--- config.mk ---
export PLATFORM = sky130hd
export DESIGN_NAME = serial_pattern_tx_flat
export DESIGN_NICKNAME = d
export VERILOG_FILES = /design/src/rtl/serial_pattern_tx_if.sv /design/src/rtl/serial_pattern_tx.sv /design/src/flat_wrapper.sv
export SDC_FILE = /design/constraint.sdc
export NUM_CORES = 1
export LEC_CHECK = 0
export CAP_MARGIN = 10
export CORE_ASPECT_RATIO = 1.4
export CORE_MARGIN = 1
export CORE_UTILIZATION = 32
export CTS_BUF_LIST = sky130_fd_sc_hd__clkbuf_8
export CTS_CLUSTER_SIZE = 20
export DETAILED_ROUTE_END_ITERATION = 7
export PLACE_DENSITY = 0.65
export SETUP_SLACK_MARGIN = 0.4
export SYNTH_ARGS = -nofsm -noshare
export SYNTH_HDL_FRONTEND = slang
export SYNTH_SLANG_ARGS = --single-unit
--- constraint.sdc ---
create_clock -name clk -period 1 [get_ports clk]
set_input_delay 0.15 -clock clk [delete_from_list [all_inputs] [get_ports clk]]
set_output_delay 0.15 -clock clk [all_outputs]
set_load 0.02 [all_outputs]
--- src/rtl/serial_pattern_tx_if.sv ---
// rtl/serial_pattern_tx_if.sv - request/serial-output bundle for serial_pattern_tx
interface serial_pattern_tx_if #(
    parameter int WIDTH = 8
);
    logic             start;
    logic [WIDTH-1:0] data_in;
    logic             dout;
    logic             dvalid;
    logic             busy;
    logic             done;

    modport master (
        output start, data_in,
        input  dout, dvalid, busy, done
    );

    modport slave (
        input  start, data_in,
        output dout, dvalid, busy, done
    );
endinterface

--- src/rtl/serial_pattern_tx.sv ---
// rtl/serial_pattern_tx.sv - parallel-to-serial frame transmitter with optional even parity
module serial_pattern_tx #(
    parameter int WIDTH     = 8,
    parameter bit MSB_FIRST = 1'b1,
    parameter bit EN_PARITY = 1'b0
) (
    input  logic                clk,
    input  logic                rst,
    serial_pattern_tx_if.slave  bus
);
    localparam int FRAME_LEN = WIDTH + (EN_PARITY ? 1 : 0);
    localparam int CW        = $clog2(FRAME_LEN + 1);
    localparam logic [CW-1:0] LAST_CNT = CW'(FRAME_LEN - 1);

    typedef enum logic [1:0] {
        S_IDLE  = 2'd0,
        S_SHIFT = 2'd1,
        S_DONE  = 2'd2
    } state_e;

    state_e           state_q, state_d;
    logic [WIDTH-1:0] shift_q, shift_d;
    logic [CW-1:0]    cnt_q, cnt_d;
    logic             par_q, par_d;
    logic             dout_q, dout_d;
    logic             dvalid_q, dvalid_d;
    logic             busy_q, busy_d;
    logic             done_q, done_d;
    logic             cur_bit;

    always_ff @(posedge clk or posedge rst) begin
        if (rst) begin
            state_q  <= S_IDLE;
            shift_q  <= '0;
            cnt_q    <= '0;
            par_q    <= 1'b0;
            dout_q   <= 1'b0;
            dvalid_q <= 1'b0;
            busy_q   <= 1'b0;
            done_q   <= 1'b0;
        end else begin
            state_q  <= state_d;
            shift_q  <= shift_d;
            cnt_q    <= cnt_d;
            par_q    <= par_d;
            dout_q   <= dout_d;
            dvalid_q <= dvalid_d;
            busy_q   <= busy_d;
            done_q   <= done_d;
        end
    end

    always_comb begin
        state_d = state_q;
        shift_d = shift_q;
        cnt_d   = cnt_q;
        par_d   = par_q;
        case (state_q)
            S_IDLE, S_DONE: begin
                if (bus.start) begin
                    state_d = S_SHIFT;
                    shift_d = bus.data_in;
                    par_d   = ^bus.data_in;
                    cnt_d   = '0;
                end else begin
                    state_d = S_IDLE;
                end
            end
            S_SHIFT: begin
                cnt_d   = cnt_q + CW'(1);
                shift_d = MSB_FIRST ? (shift_q << 1) : (shift_q >> 1);
                if (cnt_q == LAST_CNT) begin
                    state_d = S_DONE;
                end
            end
            default: begin
                state_d = S_IDLE;
                shift_d = '0;
                cnt_d   = '0;
                par_d   = 1'b0;
            end
        endcase
    end

    // Outputs are decoded from the next state so they leave a register, not a gate.
    always_comb begin
        cur_bit = 1'b0;
        if (int'(cnt_d) < WIDTH) begin
            cur_bit = MSB_FIRST ? shift_d[WIDTH-1] : shift_d[0];
        end else begin
            cur_bit = par_d;
        end
        dvalid_d = (state_d == S_SHIFT);
        busy_d   = (state_d == S_SHIFT);
        done_d   = (state_d == S_DONE);
        dout_d   = (state_d == S_SHIFT) ? cur_bit : 1'b0;
    end

    assign bus.dout   = dout_q;
    assign bus.dvalid = dvalid_q;
    assign bus.busy   = busy_q;
    assign bus.done   = done_q;
endmodule

--- src/flat_wrapper.sv ---
// flat-port wrapper written by rule: the top's interface ports become plain ports
module serial_pattern_tx_flat 
#(
    parameter int WIDTH     = 8,
    parameter bit MSB_FIRST = 1'b1,
    parameter bit EN_PARITY = 1'b0
)
  (clk, rst, bus_start, bus_data_in, bus_dout, bus_dvalid, bus_busy, bus_done);
  serial_pattern_tx_if #(.WIDTH(WIDTH)) bus_i ();
  input  logic clk;
  input  logic rst;
  input wire logic [$bits(bus_i.start)-1:0] bus_start;
  input wire logic [$bits(bus_i.data_in)-1:0] bus_data_in;
  output wire logic [$bits(bus_i.dout)-1:0] bus_dout;
  output wire logic [$bits(bus_i.dvalid)-1:0] bus_dvalid;
  output wire logic [$bits(bus_i.busy)-1:0] bus_busy;
  output wire logic [$bits(bus_i.done)-1:0] bus_done;
  assign bus_i.start = bus_start;
  assign bus_i.data_in = bus_data_in;
  assign bus_dout = bus_i.dout;
  assign bus_dvalid = bus_i.dvalid;
  assign bus_busy = bus_i.busy;
  assign bus_done = bus_i.done;
  serial_pattern_tx #(.WIDTH(WIDTH), .MSB_FIRST(MSB_FIRST), .EN_PARITY(EN_PARITY)) u_core (.clk(clk), .rst(rst), .bus(bus_i));
endmodule
### Yosys cells after proc, flatten, opt, wreduce, memory -nomap -nowiden

Cells that the tools add are included.

* bits in registers: 18
* input port bits: 11
* output and inout bits: 4
* word-level logic and storage cells: 30

* add/subtract/negate cells: 1
* order comparisons: 1
* eq/ne operators: 6
* multiplexer cells: 11
* reduce and logical (&&, ||, !) cells: 3

Operator list (count)
* 8-bit case mux with 2 select lines: 1
* 8-bit 2-to-1 mux: 1
* 4-bit case mux with 2 select lines: 1
* 8-bit parity: 1
* 4-bit by 1-bit adder with 4-bit output (second input constant): 1
* 2-bit by 1-bit equality test with 1-bit output (second input constant): 2
* 2-bit equality test (second input constant): 2
* 4-bit by 3-bit equality test with 1-bit output (second input constant): 1
* 4-bit < comparator (second input constant): 1
* 1-bit 2-to-1 mux: 4
* 4-bit 2-to-1 mux: 1
* 2-bit case mux with 2 select lines: 1
* 2-bit logical NOT: 1
* 2-bit 2-to-1 mux: 1
* 2-bit inequality test (second input constant): 1
* 1-bit case mux with 2 select lines: 1
* 2-bit OR reduction: 1

### Longest topological paths before layout

* depth after elaboration: 6
* mapped depth: 5
* gate-level depth less buffers: 5

### Worst setup path after synthesis

No wires, ideal clock.

* path type: register to register
* start point: register u_core.state_q[0]
* end point: register u_core.dout_q (netlist: u_core.bus.dout)
* setup time: 135 ps
* data arrival time: 1022 ps
* data required time: 865 ps
* path slack: -157 ps
* stages on the path, launching flop included: 6
* path buffers: 1
* period minus slack after synthesis: 1157 ps
* path through: dfrtp_1 -> nor2b_4 -> buf_6 -> o2bb2ai_2 -> a221oi_2 -> a211oi_2

* elaborated cells between the ends (all ways): 13
* those cells by class: 1 x order compare; 3 x eq/ne; 7 x mux; 2 x reduce/logical

RTL lines
* start: declaration: line serial_pattern_tx.sv:21 `state_e state_q, state_d;`
* start signal: assignment: line serial_pattern_tx.sv:42 `state_q <= state_d;`
* 2-bit equality test / 2-bit logical NOT (equally long branches): line serial_pattern_tx.sv:58 `case (state_q)`
* 2-bit OR reduction: line serial_pattern_tx.sv:58
* 8-bit case mux with 2 select lines (*): line serial_pattern_tx.sv:58
* named net u_core.shift_d[7]: line serial_pattern_tx.sv:22 `logic [WIDTH-1:0] shift_q, shift_d;`
* 1-bit 2-to-1 mux (*): line serial_pattern_tx.sv:88 `if (int'(cnt_d) < WIDTH) begin`
* 1-bit 2-to-1 mux (*): line serial_pattern_tx.sv:96 `dout_d = (state_d == S_SHIFT) ? cur_bit : 1'b0;`
* named net u_core.dout_d: line serial_pattern_tx.sv:25 `logic dout_q, dout_d;`
* end signal: assignment: line serial_pattern_tx.sv:46 `dout_q <= dout_d;`
* end: declaration: line serial_pattern_tx.sv:25

The timed path passes the listed nets; every way through them passes the cells marked *.
A chain may end at the register's enable or synchronous reset.

### Worst setup path after layout

* start point: register u_core.cnt_q[1]
* end point: register u_core.dout_q (netlist: u_core.bus.dout)

* cells in the longest elaborated chain, start to end: 5
* elaborated cells between the ends (all ways): 10
* those cells by class: 1 x add/sub; 1 x order compare; 2 x eq/ne; 6 x mux

Ends and longest elaborated chain
* start: declaration: line serial_pattern_tx.sv:23 `logic [CW-1:0] cnt_q, cnt_d;`
* start signal: assignment: line serial_pattern_tx.sv:44 `cnt_q <= cnt_d;`
* 4-bit by 1-bit adder with 4-bit output (tied with other cells): line serial_pattern_tx.sv:70 `cnt_d = cnt_q + CW'(1);`
* 4-bit case mux with 2 select lines / 2-bit 2-to-1 mux (equally long branches): line serial_pattern_tx.sv:58, serial_pattern_tx.sv:72
* 4-bit < comparator / 2-bit case mux with 2 select lines (equally long branches): line serial_pattern_tx.sv:88, serial_pattern_tx.sv:58
* 1-bit 2-to-1 mux / 2-bit by 1-bit equality test with 1-bit output (equally long branches): line serial_pattern_tx.sv:88, serial_pattern_tx.sv:96
* 1-bit 2-to-1 mux (*): line serial_pattern_tx.sv:96
* named net u_core.dout_d: line serial_pattern_tx.sv:25

Marks and branches as above.

==> impl_results.html <==
<table>
<tr><th>Metric</th><th>Value</th></tr>
<tr><th colspan="2">Clocking</th></tr>
<tr><td>Number of clock buffers inserted by TritonCTS</td><td>3</td></tr>
<tr><td>CTS Hold Bufs</td><td>0</td></tr>
<tr><td>CTS tree</td><td>yes</td></tr>
<tr><td>Number of clock sinks</td><td>18</td></tr>
<tr><td>Max Buffers Root-to-Sink</td><td>2</td></tr>
<tr><td>Total number of H-tree levels</td><td>1</td></tr>
<tr><td>CTS clk-pin slew, worst paths</td><td>0.07 ns</td></tr>
<tr><td>Root buffer selected by CTS</td><td>sky130_fd_sc_hd__clkbuf_8</td></tr>
<tr><td>Worst-skew pair later-pin latency</td><td>0.26 ns</td></tr>
<tr><th colspan="2">STA</th></tr>
<tr><td>Worst path setup slack after routing</td><td>-0.181 ns</td></tr>
<tr><td>Period Utilization, post-route</td><td>1.18</td></tr>
<tr><td>Slew at the pin closest to its max-slew limit</td><td>0.232 ns</td></tr>
<tr><td>Achievable clock frequency</td><td>847 MHz</td></tr>
<tr><td>Final setup viols</td><td>12</td></tr>
<tr><td>Number of pins exceeding their max-slew limit in the final report</td><td>0</td></tr>
<tr><td>RSZ-0062 raised after global routing</td><td>yes</td></tr>
<tr><td>Final critical path time including I/O delays and setup</td><td>1.18 ns</td></tr>
<tr><td>Max_slew headroom</td><td>0.842</td></tr>
<tr><td>Fin. Hold Viols</td><td>0</td></tr>
<tr><td>Final clock skew</td><td>0.00288 ns</td></tr>
<tr><th colspan="2">Finish</th></tr>
<tr><td>Net count, final</td><td>130</td></tr>
<tr><td>Number of filler cells placed in the layout</td><td>225</td></tr>
<tr><td>Final antenna diode count</td><td>0</td></tr>
<tr><td>Fraction of layout cells with a size suffix above 1</td><td>0.538</td></tr>
<tr><td>Most frequent cells in the layout</td><td>sky130_fd_sc_hd__dfrtp_1, sky130_fd_sc_hd__buf_6, sky130_fd_sc_hd__buf_4</td></tr>
<tr><td>Post-Layout Inst Area</td><td>1470 sq um</td></tr>
<tr><td>Commonest non-fill, non-tap cell in the layout</td><td>sky130_fd_sc_hd__dfrtp_1</td></tr>
<tr><td>Layout-stage area growth over the synthesis result</td><td>66.7%</td></tr>
<tr><th colspan="2">Setup path</th></tr>
<tr><td>Delay-heaviest family, CP</td><td>flip-flops</td></tr>
<tr><td>Critical path peak fanout</td><td>3</td></tr>
<tr><td>Reg-to-reg setup timing slack</td><td>-0.18 ns</td></tr>
<tr><td>CP max stage delay</td><td>0.41 ns</td></tr>
<tr><td>Endpoint of the worst register-to-register path</td><td>u_core.bus.dout</td></tr>
<tr><td>Reg2Reg Launch Point</td><td>u_core.cnt_q[1]</td></tr>
<tr><td>Worst R2R Path Depth</td><td>5</td></tr>
<tr><td>Critical Path RT</td><td>1.17 ns</td></tr>
<tr><td>Slowest library cell on the worst path</td><td>sky130_fd_sc_hd__dfrtp_1</td></tr>
<tr><td>Instance count on the critical path</td><td>5</td></tr>
<tr><td>Worst setup startpoint</td><td>u_core.cnt_q[1]</td></tr>
<tr><td>Setup crit end kind</td><td>register</td></tr>
<tr><td>Critical Path Source Type</td><td>register</td></tr>
<tr><td>Crit Path Class</td><td>register to register</td></tr>
<tr><td>Buffers and inverters on the worst path</td><td>0</td></tr>
<tr><td>Destination of the critical timing path</td><td>u_core.bus.dout</td></tr>
<tr><td>Cell-by-cell trace of the critical path</td><td>ha_2, nand3b_1, nand2_1, and2_4, a211oi_2</td></tr>
<tr><td>Endpoint arrival time on the critical path</td><td>1.35 ns</td></tr>
<tr><th colspan="2">Yosys</th></tr>
<tr><td>Average size of a mapped cell</td><td>11.5 sq um</td></tr>
<tr><td>Library cell with the largest summed area after synthesis</td><td>sky130_fd_sc_hd__dfrtp_1</td></tr>
<tr><td>Mapped Area</td><td>882 sq um</td></tr>
<tr><td>Total number of yosys warnings</td><td>0</td></tr>
<tr><td>Sequential area share after synthesis</td><td>0.511</td></tr>
<tr><td>Post-Syn Instances</td><td>77</td></tr>
<tr><td>Cells taking the most area after synthesis</td><td>sky130_fd_sc_hd__dfrtp_1, sky130_fd_sc_hd__mux2i_1, sky130_fd_sc_hd__xnor2_1, sky130_fd_sc_hd__o21ai_0, sky130_fd_sc_hd__nand3b_1</td></tr>
<tr><td>Count of state elements after synthesis</td><td>18</td></tr>
<tr><td>Unique masters post-synth</td><td>21</td></tr>
<tr><td>Area fraction of the dominant cell type after synthesis</td><td>0.511</td></tr>
<tr><td>Post-synth net total</td><td>89</td></tr>
<tr><th colspan="2">Floorplanning</th></tr>
<tr><td>Core area</td><td>2620 sq um</td></tr>
<tr><td>Starting density of the core</td><td>0.337</td></tr>
<tr><td>DIE AREA</td><td>2970 sq um</td></tr>
<tr><td>Chip Width</td><td>46.4 microns</td></tr>
<tr><td>Core Rows</td><td>22</td></tr>
<tr><td>Number of primary I/O pins</td><td>15</td></tr>
<tr><td>Chip Height</td><td>64.1 microns</td></tr>
<tr><th colspan="2">Routing</th></tr>
<tr><td>Via count</td><td>723</td></tr>
<tr><td>Routed vias/inst</td><td>4.73</td></tr>
<tr><td>Drt first pass iters</td><td>4</td></tr>
<tr><td>First DRT Iteration DRCs</td><td>15</td></tr>
<tr><td>DRC violation count after routing</td><td>0</td></tr>
<tr><td>Residual antenna-violating net count after detailed routing</td><td>0</td></tr>
<tr><td>WL per Instance</td><td>13.2 microns</td></tr>
<tr><td>Wire length reported by the detailed router</td><td>2020 microns</td></tr>
<tr><th colspan="2">Power</th></tr>
<tr><td>Worst-case vdd ir drop</td><td>1.13 mV</td></tr>
<tr><td>Power density relative to cell area</td><td>2610 nW/um^2</td></tr>
<tr><td>Reported leakage power</td><td>0.706 nW</td></tr>
<tr><th colspan="2">Placement</th></tr>
<tr><td>Post-DP HPWL</td><td>1300 microns</td></tr>
<tr><td>Placer's final routability congestion estimate</td><td>0.786</td></tr>
<tr><td>Total of buffers placed on input and output ports</td><td>14</td></tr>
<tr><td>Cell area reported after detailed placement</td><td>1200 sq um</td></tr>
<tr><td>Worst setup slack before clock tree synthesis</td><td>-0.422 ns</td></tr>
<tr><th colspan="2">GRT</th></tr>
<tr><td>Global-route wire length before repair</td><td>3330 microns</td></tr>
<tr><td>Maximum number of pins on one net before global-route repair</td><td>19</td></tr>
<tr><td>Global-route total usage across every layer</td><td>0.158</td></tr>
<tr><td>Total global routing overflow</td><td>0</td></tr>
<tr><td>Via count of the first global-routing pass</td><td>738</td></tr>
<tr><td>Number of antenna violations at the first check in global routing</td><td>0</td></tr>
<tr><th colspan="2">Run status</th></tr>
<tr><td>Result of the run</td><td>finished, violations left</td></tr>
<tr><td>Violations in the final reports</td><td>negative setup slack</td></tr>
<tr><th colspan="2">Min path</th></tr>
<tr><td>Class of the worst hold path</td><td>primary input to async pin</td></tr>
<tr><th colspan="2">Run</th></tr>
<tr><td>Maxcap violations</td><td>0</td></tr>
</table>
report_power, final:
part,internal (mW),switching [mW]
registers,1.02,0.225
clock network,0.273,0.246
logic,1.19,0.885
synth_stat cells (all sizes together):
cell / number
a211oi: 1
a221oi: 1
nand2: 6
buf: 3
o21ai: 10
nor2b: 1
ha: 1
mux2i: 8
o2bb2ai: 1
and2: 1
a22o: 2
nor2: 4
clkbuf: 1
xnor2: 9
dfrtp: 18
nand3: 1
inv: 3
nand3b: 4
nand2b: 2
metal layers:
metal	vias up	track usage	routed length [microns]
li1	342	-	-
met1	358	0.194	744
met2	18	0.240	1170
met3	5	0.0254	52
met4	0	0.110	56
met5	-	0	0
how the worst min path moves through the flow:
stage | startpoint | end | slack [ns]
floorplan | rst | u_core.bus.done | 0.09
global placement | rst | u_core.bus.done | 0.47
detailed placement | rst | u_core.bus.done | 0.49
CTS | rst | u_core.cnt_q[0] | 0.20
global route | rst | u_core.cnt_q[0] | 0.22
finish | rst | u_core.shift_q[1] | 0.20
area by class of cell:
cell class,count,area (sq um),share of cell area
Clock buffer,3,41.3,0.0281
Clock inverter,1,3.75,0.00255
Inverter,3,11.3,0.00766
Multi-Input combinational cell,52,513,0.349
Sequential cell,18,453,0.308
Tap cell,36,45.0,0.0306
Timing Repair Buffer,40,403,0.274
repair_timing:
item,CTS,global route
hold endpoints to repair,0,0
pin swaps,9,10
setup buffers,4,3
setup endpoints to repair,22,22
resized for setup,37,34
kinds of logic (layout without fill, tap and decap cells):
kind of cell	Yosys count	count (layout)	share of synthesized area
muxes	8	8	0.0908
xor gates and xnor gates	9	9	0.0894
and+or+nand+nor	19	19	0.119
buffers and inverters	7	47	0.0511
DFF	18	18	0.511
AOI/OAI and AO/OA	15	15	0.125
adders and majority gates	1	1	0.0142
through the flow:
stage	utilization	TNS [ns]	power [mW]	hold slack, ns	instances
2_1_floorplan	-	-0.168	2.11	0.0885	77
3_3_place_gp	0.458	-4.56	2.61	0.472	142
3_5_place_dp	0.458	-4.82	2.64	0.488	142
4_1_cts	0.510	-1.07	3.46	0.202	150
5_1_grt	0.562	-2.01	4.10	0.223	153
6_report	0.562	-1.32	3.84	0.204	153
worst reg2reg max path, delay by kind of cell, from the launching register on:
| kind | cells | cell delay, ns |
|---|---|---|
| flops | 1 | 0.41 |
| compound gates | 1 | 0.15 |
| fa+ha+maj | 1 | 0.20 |
| simple gates | 3 | 0.35 |
sequential cells by signal, summed over array words and instances, names as in the netlist:
name,cells
u_core.bus.done,1
u_core.bus.dvalid,1
u_core.bus.dout,1
u_core.state_q,2
u_core.cnt_q,4
u_core.par_q,1
u_core.shift_q,8
(Power assumes the default switching activity.)
==> edit, RTL diff (config.mk and constraints unchanged) <==
`WIDTH` is set to 8 in 3 places; all go to 16.
--- a/src/rtl/serial_pattern_tx_if.sv
+++ b/src/rtl/serial_pattern_tx_if.sv
@@ -1,5 +1,5 @@
 // rtl/serial_pattern_tx_if.sv - request/serial-output bundle for serial_pattern_tx
 interface serial_pattern_tx_if #(
-    parameter int WIDTH = 8
+    parameter int WIDTH = 16
 );
     logic             start;
--- a/src/rtl/serial_pattern_tx.sv
+++ b/src/rtl/serial_pattern_tx.sv
@@ -1,5 +1,5 @@
 // rtl/serial_pattern_tx.sv - parallel-to-serial frame transmitter with optional even parity
 module serial_pattern_tx #(
-    parameter int WIDTH     = 8,
+    parameter int WIDTH     = 16,
     parameter bit MSB_FIRST = 1'b1,
     parameter bit EN_PARITY = 1'b0
--- a/src/flat_wrapper.sv
+++ b/src/flat_wrapper.sv
@@ -2,5 +2,5 @@
 module serial_pattern_tx_flat 
 #(
-    parameter int WIDTH     = 8,
+    parameter int WIDTH     = 16,
     parameter bit MSB_FIRST = 1'b1,
     parameter bit EN_PARITY = 1'b0
Ports: changed (resized bus_data_in); port bits go from 15 to 23. The function was not compared with the original's and may differ.
==> edit against the original RTL <==
  * The run still ends with setup timing left
  * Design area increased by 50%
  * Area after synthesis is 53% higher
  * Sequential power increased by 48%
  * Hold slack worse by 0.085 ns
  * Sequential cell count up 9
  * Setup slack got worse by 0.26 ns
  * Power up 41%
  * Routed wire length rose by 70%
  * Non-clock buffer count increased by 14
==> edit: results (changes against the original RTL) <==
| Metric | Value |
|---|---|
| Fillers | `329 (+46%)` |
| Outcome | `finished with violations` |
| Wire length per cell | `15.45 µm (+17%)` |
| Crit path required time | `1.19 ns (+0.02 ns)` |
| Nets | `201 (+55%)` |
| First-pass GRT wire length | `5533 µm (+66%)` |
| Routed wl met3 | `71 µm (+37%)` |
| Vias in the first global route | `1212 (+64%)` |
| # port buffers | `22 (+8)` |
| Metal2 WL | `1877 µm (+60%)` |
| Gpl congestion | `0.7140 (-9.2%)` |
| Maximum vdd drop | `0.001042 V (-8.0%)` |
| Failing checks | `setup timing` |
| Final HPWL DP | `2255 µm (+73%)` |
| Largest net degree at the start of global routing | `23 (+4)` |
| Final worst slack | `-0.4390 ns (-0.2582 ns)` |
| Setup violators final | `21 (+9)` |
| Wl on met1 | `1403 µm (+89%)` |
| Postcts setup bufs | `5 (+1)` |
| Largest cells by area after synthesis | `dfrtp_1 (50%), mux2i_1 (12%), xnor2_1 (9.1%)` |
| Seq/Total Area, Yosys | `49.95% (-1.1 points)` |
| Met1 usage | `18.83% (-0.60 points)` |
| Total global-route track usage | `15.66% (-0.16 points)` |
| Register-to-Register Path Depth | `6 (+1)` |
| GR Layer Usage met3 | `1.303% (-1.2 points)` |
| First DRT Iteration DRCs | `11 (-4)` |
[edit: changes by cell type in the layout (fill, tap and decap cells not counted), sizes merged, moves of 4 or more]
cell | before | now
nand2 | 6 | 12
dlymetal6s2s | 4 | 0
clkdlybuf4s50 | 5 | 1
clkbuf | 3 | 17
buf | 30 | 37
xnor2 | 9 | 14
mux2i | 8 | 16
dfrtp | 18 | 27
o21ai | 10 | 22
[edit: critical path, delay by kind of cell (launching register included)]
kind                     cells  cell delay, ns
adder cells (fa/ha/maj)      2            0.43
flip-flops                   1            0.41
AO/OA/AOI/OAI                2            0.29
AND/OR/NAND/NOR              2            0.23
[edit: where the power goes]
group	total, W	internal, W	switching (W)	leakage, nW
logic	0.00296	0.00162	0.00134	0.647
registers	0.00183	0.00153	0.000305	0.345
clock network	0.000623	0.000276	0.000347	0.0269
total	0.00541	0.00342	0.00199	1.02
[edit: area by class of cell]
type / instances / share of cell area, %
Clock buffer: 3 / 1.870
Timing Repair Buffer: 54 / 24.87
Inverter: 5 / 1.133
Clock inverter: 1 / 0.1700
Tap cell: 43 / 2.436
Multi-Input combinational cell: 89 / 38.81
Sequential cell: 27 / 30.71
[edit: per-stage QoR]
step	setup slack (ns)	hold WS (ns)	instance area, µm²	std cells	setup TNS [ns]
3_3_place_gp	-0.5186	0.4187	1842	207	-8.021
2_1_floorplan	-0.3769	0.04687	1450	128	-1.298
5_1_grt	-0.5126	0.1408	2208	222	-3.903
3_5_place_dp	-0.5632	0.4253	1842	207	-8.487
6_report	-0.4390	0.1191	2208	222	-3.046
4_1_cts	-0.4444	0.1282	2133	218	-2.847
[edit: logic make-up (layout without fill, tap and decap cells)]
| logic type | Yosys count | after routing | share of synthesized area (%) |
|---|---|---|---|
| fa+ha+maj | 2 | 2 | 1.850 |
| buf+inv | 12 | 63 | 4.070 |
| simple gates | 27 | 27 | 10.36 |
| compound gates | 28 | 28 | 11.56 |
| xor+xnor | 16 | 16 | 10.36 |
| mux | 16 | 16 | 11.84 |
| flops | 27 | 27 | 49.95 |
[edit: final timing paths]
path / startpoint / end / slack, ns
max: u_core.cnt_q[0]$_DFFE_PP0P_ / u_core.bus.dout$_DFF_PP0_ / -0.44
min: rst / u_core.bus.done$_DFF_PP0_ / 0.12
min reg2reg: u_core.shift_q[10]$_DFFE_PP0P_ / u_core.shift_q[11]$_DFFE_PP0P_ / 0.51
max in group asynchronous: rst / u_core.state_q[0]$_DFF_PP0_ / 0.53
min in group clk: bus_data_in[8] / u_core.shift_q[8]$_DFFE_PP0P_ / 0.18
max reg2reg: u_core.cnt_q[0]$_DFFE_PP0P_ / u_core.bus.dout$_DFF_PP0_ / -0.44
